<file path="src/rtl/pll_lock_supervisor.sv">
`default_nettype none
// ============================================================================
//  Module  : pll_lock_supervisor
//  Purpose : Managed bring-up of one PLL from the free-running board clock.
//            Pulses the PLL reset, waits for lock with a timeout and a bounded
//            number of retries, debounces lock, then releases NUM_DOMAINS
//            downstream resets one after another. A lock loss after release
//            re-asserts every domain reset, is counted, and triggers an
//            automatic relock.
//  Ports   : clk            free-running reference clock (PLL clkin source)
//            rst            synchronous active-high reset
//            pll_lock_i     PLL LOCK, asynchronous to clk
//            force_relock_i single-cycle request to restart the PLL sequence
//            pll_rst_o      PLL RESET, active-high
//            domain_rst_o   per-domain reset requests, active-high
//            ready_o        all domains released and PLL locked
//            fail_o         MAX_RETRY consecutive lock timeouts reached
//            loss_cnt_o     saturating count of lock losses after release
//  Revision: 1.0  initial release
// ============================================================================
module pll_lock_supervisor #(
    parameter int NUM_DOMAINS      = 2,
    parameter int RST_PULSE_CYC    = 16,
    parameter int LOCK_TIMEOUT_CYC = 2500000,
    parameter int LOCK_STABLE_CYC  = 1024,
    parameter int STAGGER_CYC      = 64,
    parameter int MAX_RETRY        = 3,
    parameter int CNT_W            = 8
) (
    input  logic                   clk,
    input  logic                   rst,
    input  logic                   pll_lock_i,
    input  logic                   force_relock_i,
    output logic                   pll_rst_o,
    output logic [NUM_DOMAINS-1:0] domain_rst_o,
    output logic                   ready_o,
    output logic                   fail_o,
    output logic [CNT_W-1:0]       loss_cnt_o
);

    // One shared phase timer covers the pulse, the lock wait, the debounce
    // window and the release stagger, so it is sized for the longest of them.
    localparam int REL_CYC  = NUM_DOMAINS * STAGGER_CYC;
    localparam int MAX_A    = (RST_PULSE_CYC > LOCK_TIMEOUT_CYC) ? RST_PULSE_CYC : LOCK_TIMEOUT_CYC;
    localparam int MAX_B    = (MAX_A > LOCK_STABLE_CYC) ? MAX_A : LOCK_STABLE_CYC;
    localparam int TMR_MAX  = (MAX_B > REL_CYC) ? MAX_B : REL_CYC;
    localparam int TMR_W    = $clog2(TMR_MAX + 1);
    localparam int RTY_W    = $clog2(MAX_RETRY + 1);

    localparam logic [TMR_W-1:0] PULSE_LAST   = TMR_W'(RST_PULSE_CYC - 1);
    localparam logic [TMR_W-1:0] TIMEOUT_LAST = TMR_W'(LOCK_TIMEOUT_CYC - 1);
    localparam logic [TMR_W-1:0] STABLE_LAST  = TMR_W'(LOCK_STABLE_CYC - 1);
    localparam logic [TMR_W-1:0] REL_LAST     = TMR_W'(REL_CYC - 1);
    localparam logic [RTY_W-1:0] RETRY_LAST   = RTY_W'(MAX_RETRY - 1);
    localparam logic [CNT_W-1:0] LOSS_MAX     = '1;

    typedef enum logic [2:0] {
        S_RESET_PLL = 3'd0,
        S_WAIT_LOCK = 3'd1,
        S_STABLE    = 3'd2,
        S_RELEASE   = 3'd3,
        S_RUN       = 3'd4,
        S_FAIL      = 3'd5
    } state_t;

    state_t                 state;
    state_t                 state_next;
    logic [TMR_W-1:0]       timer;
    logic [TMR_W-1:0]       timer_next;
    logic [RTY_W-1:0]       retry;
    logic [RTY_W-1:0]       retry_next;
    logic [CNT_W-1:0]       loss_next;
    logic [NUM_DOMAINS-1:0] dom_next;
    logic                   lock_meta;
    logic                   lock_s;

    // ------------------------------------------------------------------
    // Next-state, counters and next output values
    // ------------------------------------------------------------------
    always_comb begin
        state_next = state;
        timer_next = timer;
        retry_next = retry;
        loss_next  = loss_cnt_o;

        case (state)
            S_RESET_PLL: begin
                if (timer == PULSE_LAST) begin
                    state_next = S_WAIT_LOCK;
                    timer_next = '0;
                end else begin
                    timer_next = timer + TMR_W'(1);
                end
            end
            S_WAIT_LOCK: begin
                if (lock_s) begin
                    state_next = S_STABLE;
                    timer_next = '0;
                end else if (timer == TIMEOUT_LAST) begin
                    retry_next = retry + RTY_W'(1);
                    timer_next = '0;
                    state_next = (retry == RETRY_LAST) ? S_FAIL : S_RESET_PLL;
                end else begin
                    timer_next = timer + TMR_W'(1);
                end
            end
            S_STABLE: begin
                // A dropout here is a debounce failure, not a loss event.
                if (!lock_s) begin
                    state_next = S_WAIT_LOCK;
                    timer_next = '0;
                end else if (timer == STABLE_LAST) begin
                    state_next = S_RELEASE;
                    timer_next = '0;
                end else begin
                    timer_next = timer + TMR_W'(1);
                end
            end
            S_RELEASE, S_RUN: begin
                if (!lock_s) begin
                    state_next = S_RESET_PLL;
                    timer_next = '0;
                    loss_next  = (loss_cnt_o == LOSS_MAX) ? loss_cnt_o : loss_cnt_o + CNT_W'(1);
                end else if (state == S_RELEASE) begin
                    if (timer == REL_LAST) begin
                        state_next = S_RUN;
                        timer_next = '0;
                        retry_next = '0;
                    end else begin
                        timer_next = timer + TMR_W'(1);
                    end
                end
            end
            S_FAIL: begin
                state_next = S_FAIL;
            end
            default: begin
                state_next = S_RESET_PLL;
                timer_next = '0;
            end
        endcase

        // A relock request overrides everything above, including a loss
        // seen in the same cycle, so the loss counter is left untouched.
        if (force_relock_i) begin
            state_next = S_RESET_PLL;
            timer_next = '0;
            retry_next = '0;
            loss_next  = loss_cnt_o;
        end

        // Domain i is released once (i+1)*STAGGER_CYC cycles have elapsed
        // in RELEASE; timer_next is that elapsed count after this edge.
        dom_next = '1;
        for (int i = 0; i < NUM_DOMAINS; i++) begin
            if (state_next == S_RUN) begin
                dom_next[i] = 1'b0;
            end else if (state_next == S_RELEASE && int'(timer_next) >= (i + 1) * STAGGER_CYC) begin
                dom_next[i] = 1'b0;
            end
        end
    end

    // ------------------------------------------------------------------
    // State, counters, synchroniser and registered outputs
    // ------------------------------------------------------------------
    always_ff @(posedge clk) begin
        if (rst) begin
            state        <= S_RESET_PLL;
            timer        <= '0;
            retry        <= '0;
            lock_meta    <= 1'b0;
            lock_s       <= 1'b0;
            pll_rst_o    <= 1'b1;
            domain_rst_o <= '1;
            ready_o      <= 1'b0;
            fail_o       <= 1'b0;
            loss_cnt_o   <= '0;
        end else begin
            state        <= state_next;
            timer        <= timer_next;
            retry        <= retry_next;
            lock_meta    <= pll_lock_i;
            lock_s       <= lock_meta;
            pll_rst_o    <= (state_next == S_RESET_PLL) || (state_next == S_FAIL);
            domain_rst_o <= dom_next;
            ready_o      <= (state_next == S_RUN);
            fail_o       <= (state_next == S_FAIL);
            loss_cnt_o   <= loss_next;
        end
    end

endmodule
`default_nettype wire

</file>
<file path="config.mk">
export PLATFORM = sky130hd
export DESIGN_NAME = pll_lock_supervisor
export DESIGN_NICKNAME = d
export VERILOG_FILES = /design/src/rtl/pll_lock_supervisor.sv
export SDC_FILE = /design/constraint.sdc
export NUM_CORES = 1
export LEC_CHECK = 0
export ABC_AREA = 1
export CORE_MARGIN = 2
export CORE_UTILIZATION = 58
export DETAILED_ROUTE_END_ITERATION = 12
export HOLD_SLACK_MARGIN = 0.05
export PLACE_DENSITY_LB_ADDON = 0.15
export SLEW_MARGIN = 20
export SYNTH_ARGS = -nofsm -noshare
export SYNTH_HDL_FRONTEND = slang
export SYNTH_SLANG_ARGS = --single-unit
</file>
<file path="constraint.sdc">
create_clock -name clk -period 2.2 [get_ports clk]
set_input_delay 0.44 -clock clk [delete_from_list [all_inputs] [get_ports clk]]
set_output_delay 0.44 -clock clk [all_outputs]
set_load 0.01 [all_outputs]
</file>
==> load_flow_metrics.sql <==
INSERT INTO impl_metrics (metric_group, metric, value, unit) VALUES
('status', 'run_status', 'finished clean', ''),
('cells_and_area', 'nets', '589', ''),
('logic_synthesis', 'yosys.area.top_type', 'dfxtp_1', ''),
('floorplan', 'die_area', '6001', 'um^2'),
('logic_synthesis', 'synth-compound-area-share', '12.55', '%'),
('sta', 'fin_worst_hold_slack', '0.4082', 'ns'),
('floorplan', 'floorplan.initialDensity', '60.52', '%'),
('min_path', 'worst_hold_endpoint', 'lock_s$_SDFF_PP0_', ''),
('cells_and_area', 'most-common-layout-cells', '156 x nand2_1, 75 x nor2_1, 69 x inv_1', ''),
('clocking', 'clock_insertion_delay_worst_skew', '0.30', 'ns'),
('logic_synthesis', 'synthSimpleGateAreaFrac', '46.36', '%'),
('floorplan', 'die_y', '77.47', 'um'),
('min_path', 'min_path_type', 'reg2reg', ''),
('worst_setup_path', 'worst_case_reg_to_reg_path_depth', '12', ''),
('worst_setup_path', 'worst-endpoint-required', '2.39', 'ns'),
('clocking', 'clock_sink_count', '42', ''),
('floorplan', 'floorplan.core_area', '5172', 'um^2'),
('floorplan', 'num_io_pins', '17', ''),
('logic_synthesis', 'yosysWarnings', '0', ''),
('place', 'pre_cts_slack', '-0.009701', 'ns'),
('floorplan', 'die_w', '77.47', 'um'),
('logic_synthesis', 'post_synthesis_sequential_area_ratio', '26.86', '%'),
('clocking', 'cts_inserted_buffers', '5', ''),
('worst_setup_path', 'worst_r2r_startpoint', 'timer[1]$_SDFF_PP0_', ''),
('power', 'internal-power', '1.115', 'mW'),
('place', 'routabilityCongestion', '0.9675', ''),
('routing', 'final_antenna_net_count', '0', ''),
('logic_synthesis', 'xor_xnor_share_of_the_synthesized_area', '2.238', '%'),
('cells_and_area', 'drive_gt1_share', '20.75', '%'),
('min_path', 'holdCritStartpoint', 'lock_meta$_SDFF_PP0_', ''),
('power', 'power.combinational.fraction', '2.8', '%'),
('routing', 'drt_first_pass_iters', '6', ''),
('routing', 'drtIter0Drc', '441', ''),
('power', 'power', '1.425', 'mW'),
('sta', 'worstMarginPinSlew', '0.3945', 'ns'),
('sta', 'period_needed', '2.147', 'ns'),
('cells_and_area', 'sequential_cell_area', '872.1', 'um^2'),
('logic_synthesis', 'synth.cell_area', '3131', 'um^2'),
('flow_run', 'drv_cap', '0', ''),
('cells_and_area', 'layout_commonest_cell', 'nand2_1', ''),
('sta', 'layout_worst_path_cycle_share', '97.58', '%'),
('global_routing', 'grt_pass1_wl', '14660', 'um'),
('logic_synthesis', 'synth_nets', '542', ''),
('power', 'cellPowerDensity', '369.6', 'nW/um^2'),
('logic_synthesis', 'post_synth.cell_area_avg', '5.851', 'um^2'),
('min_path', 'hold-path-cell-count', '2', ''),
('worst_setup_path', 'cp-start-kind', 'register', ''),
('clocking', 'cts_tree', 'built', ''),
('place', 'dpl_cell_area', '3495', 'um^2'),
('cells_and_area', 'layout.core_utilization', '74.53', '%'),
('logic_synthesis', 'combinational_family_with_the_most_area_after_synthesis', 'simple AND/OR/NAND/NOR gates', ''),
('power', 'sequentialPowerShare', '53.7', '%'),
('place', 'post_detail_place_hpwl', '6773', 'um'),
('routing', 'routed_wirelength', '9580', 'um'),
('logic_synthesis', 'synth_adder_area_share', '1.199', '%'),
('routing', 'wl_per_cell', '14.67', 'um'),
('cells_and_area', 'fillers', '443', ''),
('cells_and_area', 'num_antenna_cells', '0', ''),
('worst_setup_path', 'reg2reg_setup_slack', '0.05', 'ns'),
('sta', 'final_setup_skew', '0.007238', 'ns'),
('logic_synthesis', 'synthCells', '535', ''),
('global_routing', 'pin_count_of_the_biggest_net_entering_global_routing', '16', ''),
('worst_setup_path', 'worst_ep_arrival_time', '2.34', 'ns'),
('logic_synthesis', 'synth_largest_type_area_fraction', '26.86', '%'),
('cells_and_area', 'area.growth.synth_to_final', '23.14', '%'),
('power', 'total_switching_power', '0.3094', 'mW'),
('cells_and_area', 'multiInputGateArea', '2118', 'um^2'),
('logic_synthesis', 'post_synth_mux_area_share', '0', '%'),
('clocking', 'clk_pin_slew', '0.08', 'ns'),
('sta', 'clock.fmax', '0.4658', 'GHz'),
('floorplan', 'core.rowCount', '26', '');
[metal layers]
metal	vias up	GRT usage (%)	wire (um)	share of wire, %
li1	1786	-	-	-
met1	1661	39.83	3918	41
met2	205	50.87	4560	48
met3	41	3.953	799	8.3
met4	0	12.68	302	3.2
met5	-	0	0	0
[critical path, cell delays in order (launching register included)]
cell and delay, ns:
dfxtp_4 0.39, ha_4 0.16, nand3_2 0.13, nor2_1 0.19
nand3_2 0.15, nand2_4 0.16, nand3_4 0.11, buf_4 0.15
buf_4 0.12, nor2_1 0.13, inv_1 0.10, a22oi_1 0.20
nor2_1 0.06
[cell type report]
cell class              instances  share of cell area, %
inverters                      77                  7.498
clock buffers                   6                  1.883
well taps                      70                  2.272
clock inverters                 2                 0.9737
repair buffers                 45                  9.802
multi-input cells             411                  54.95
flip-flops and latches         42                  22.62
[worst max-delay path by stage]
stage,start,to,cells after the start
detailed placement,timer[1]$_SDFF_PP0_,domain_rst_o[0]$_SDFF_PP1_,17
CTS,timer[0]$_SDFF_PP0_,domain_rst_o[1]$_SDFF_PP1_,17
floorplan,timer[0]$_SDFF_PP0_,domain_rst_o[0]$_SDFF_PP1_,18
finish,timer[1]$_SDFF_PP0_,timer[1]$_SDFF_PP0_,12
global placement,timer[1]$_SDFF_PP0_,domain_rst_o[0]$_SDFF_PP1_,15
global route,timer[1]$_SDFF_PP0_,timer[1]$_SDFF_PP0_,12
[cells in the mapped netlist, drive strengths merged]
cell type and number:
nand3 37, o21bai 1, a211oi 1, o22ai 2
xor2 8, nor2 96, inv 76, o211ai 1
a31oi 6, o211a 1, a21oi 32, buf 5
o2111a 1, dfxtp 42, nor3 10, a22oi 2
o21ai 24, nand4 8, clkbuf 3, or2 1
nand2 173, clkinv 1, ha 3, and3 1
[per-stage QoR]
step | TNS (ns) | cells
finish | 0 | 653
global route | -0.1198 | 653
CTS | 0 | 645
detailed placement | -0.009701 | 635
global placement | 0 | 635
floorplan | 0 | 535
[registers in the layout (all words and copies together), names as in the netlist]
| signal | flops |
|---|---|
| loss_cnt_o | 8 |
| domain_rst_o | 2 |
| lock_s | 1 |
| timer | 22 |
| retry | 2 |
| fail_o | 1 |
| lock_meta | 1 |
| pll_rst_o | 1 |
| ready_o | 1 |
| state | 3 |
[power by group through the flow]
stage                     combinational (mW)  clock [mW]  sequential (mW)
after detailed placement              0.0380           0            0.783
final                                 0.0406       0.620            0.765
after CTS                             0.0383       0.625            0.766
after global placement                0.0370           0            0.783
after global routing                  0.0441       0.657            0.765
after floorplan                       0.0182           0            0.783
[timing repair]
action / CTS / global route
hold buffers: 0 / 0
pin swaps: 1 / 10
setup buffers: 1 / 6
cloned: 1 / 2
resized for setup: 4 / 52
setup endpoints to repair: 2 / 4
[logic make-up (layout without fill, tap and decap cells)]
kind of cell,Yosys count,in the layout
buf+inv,85,130
fa+ha+maj,3,3
flops,42,42
simple gates,326,329
xor+xnor,8,8
compound gates,71,71
(Power assumes the default switching activity.)
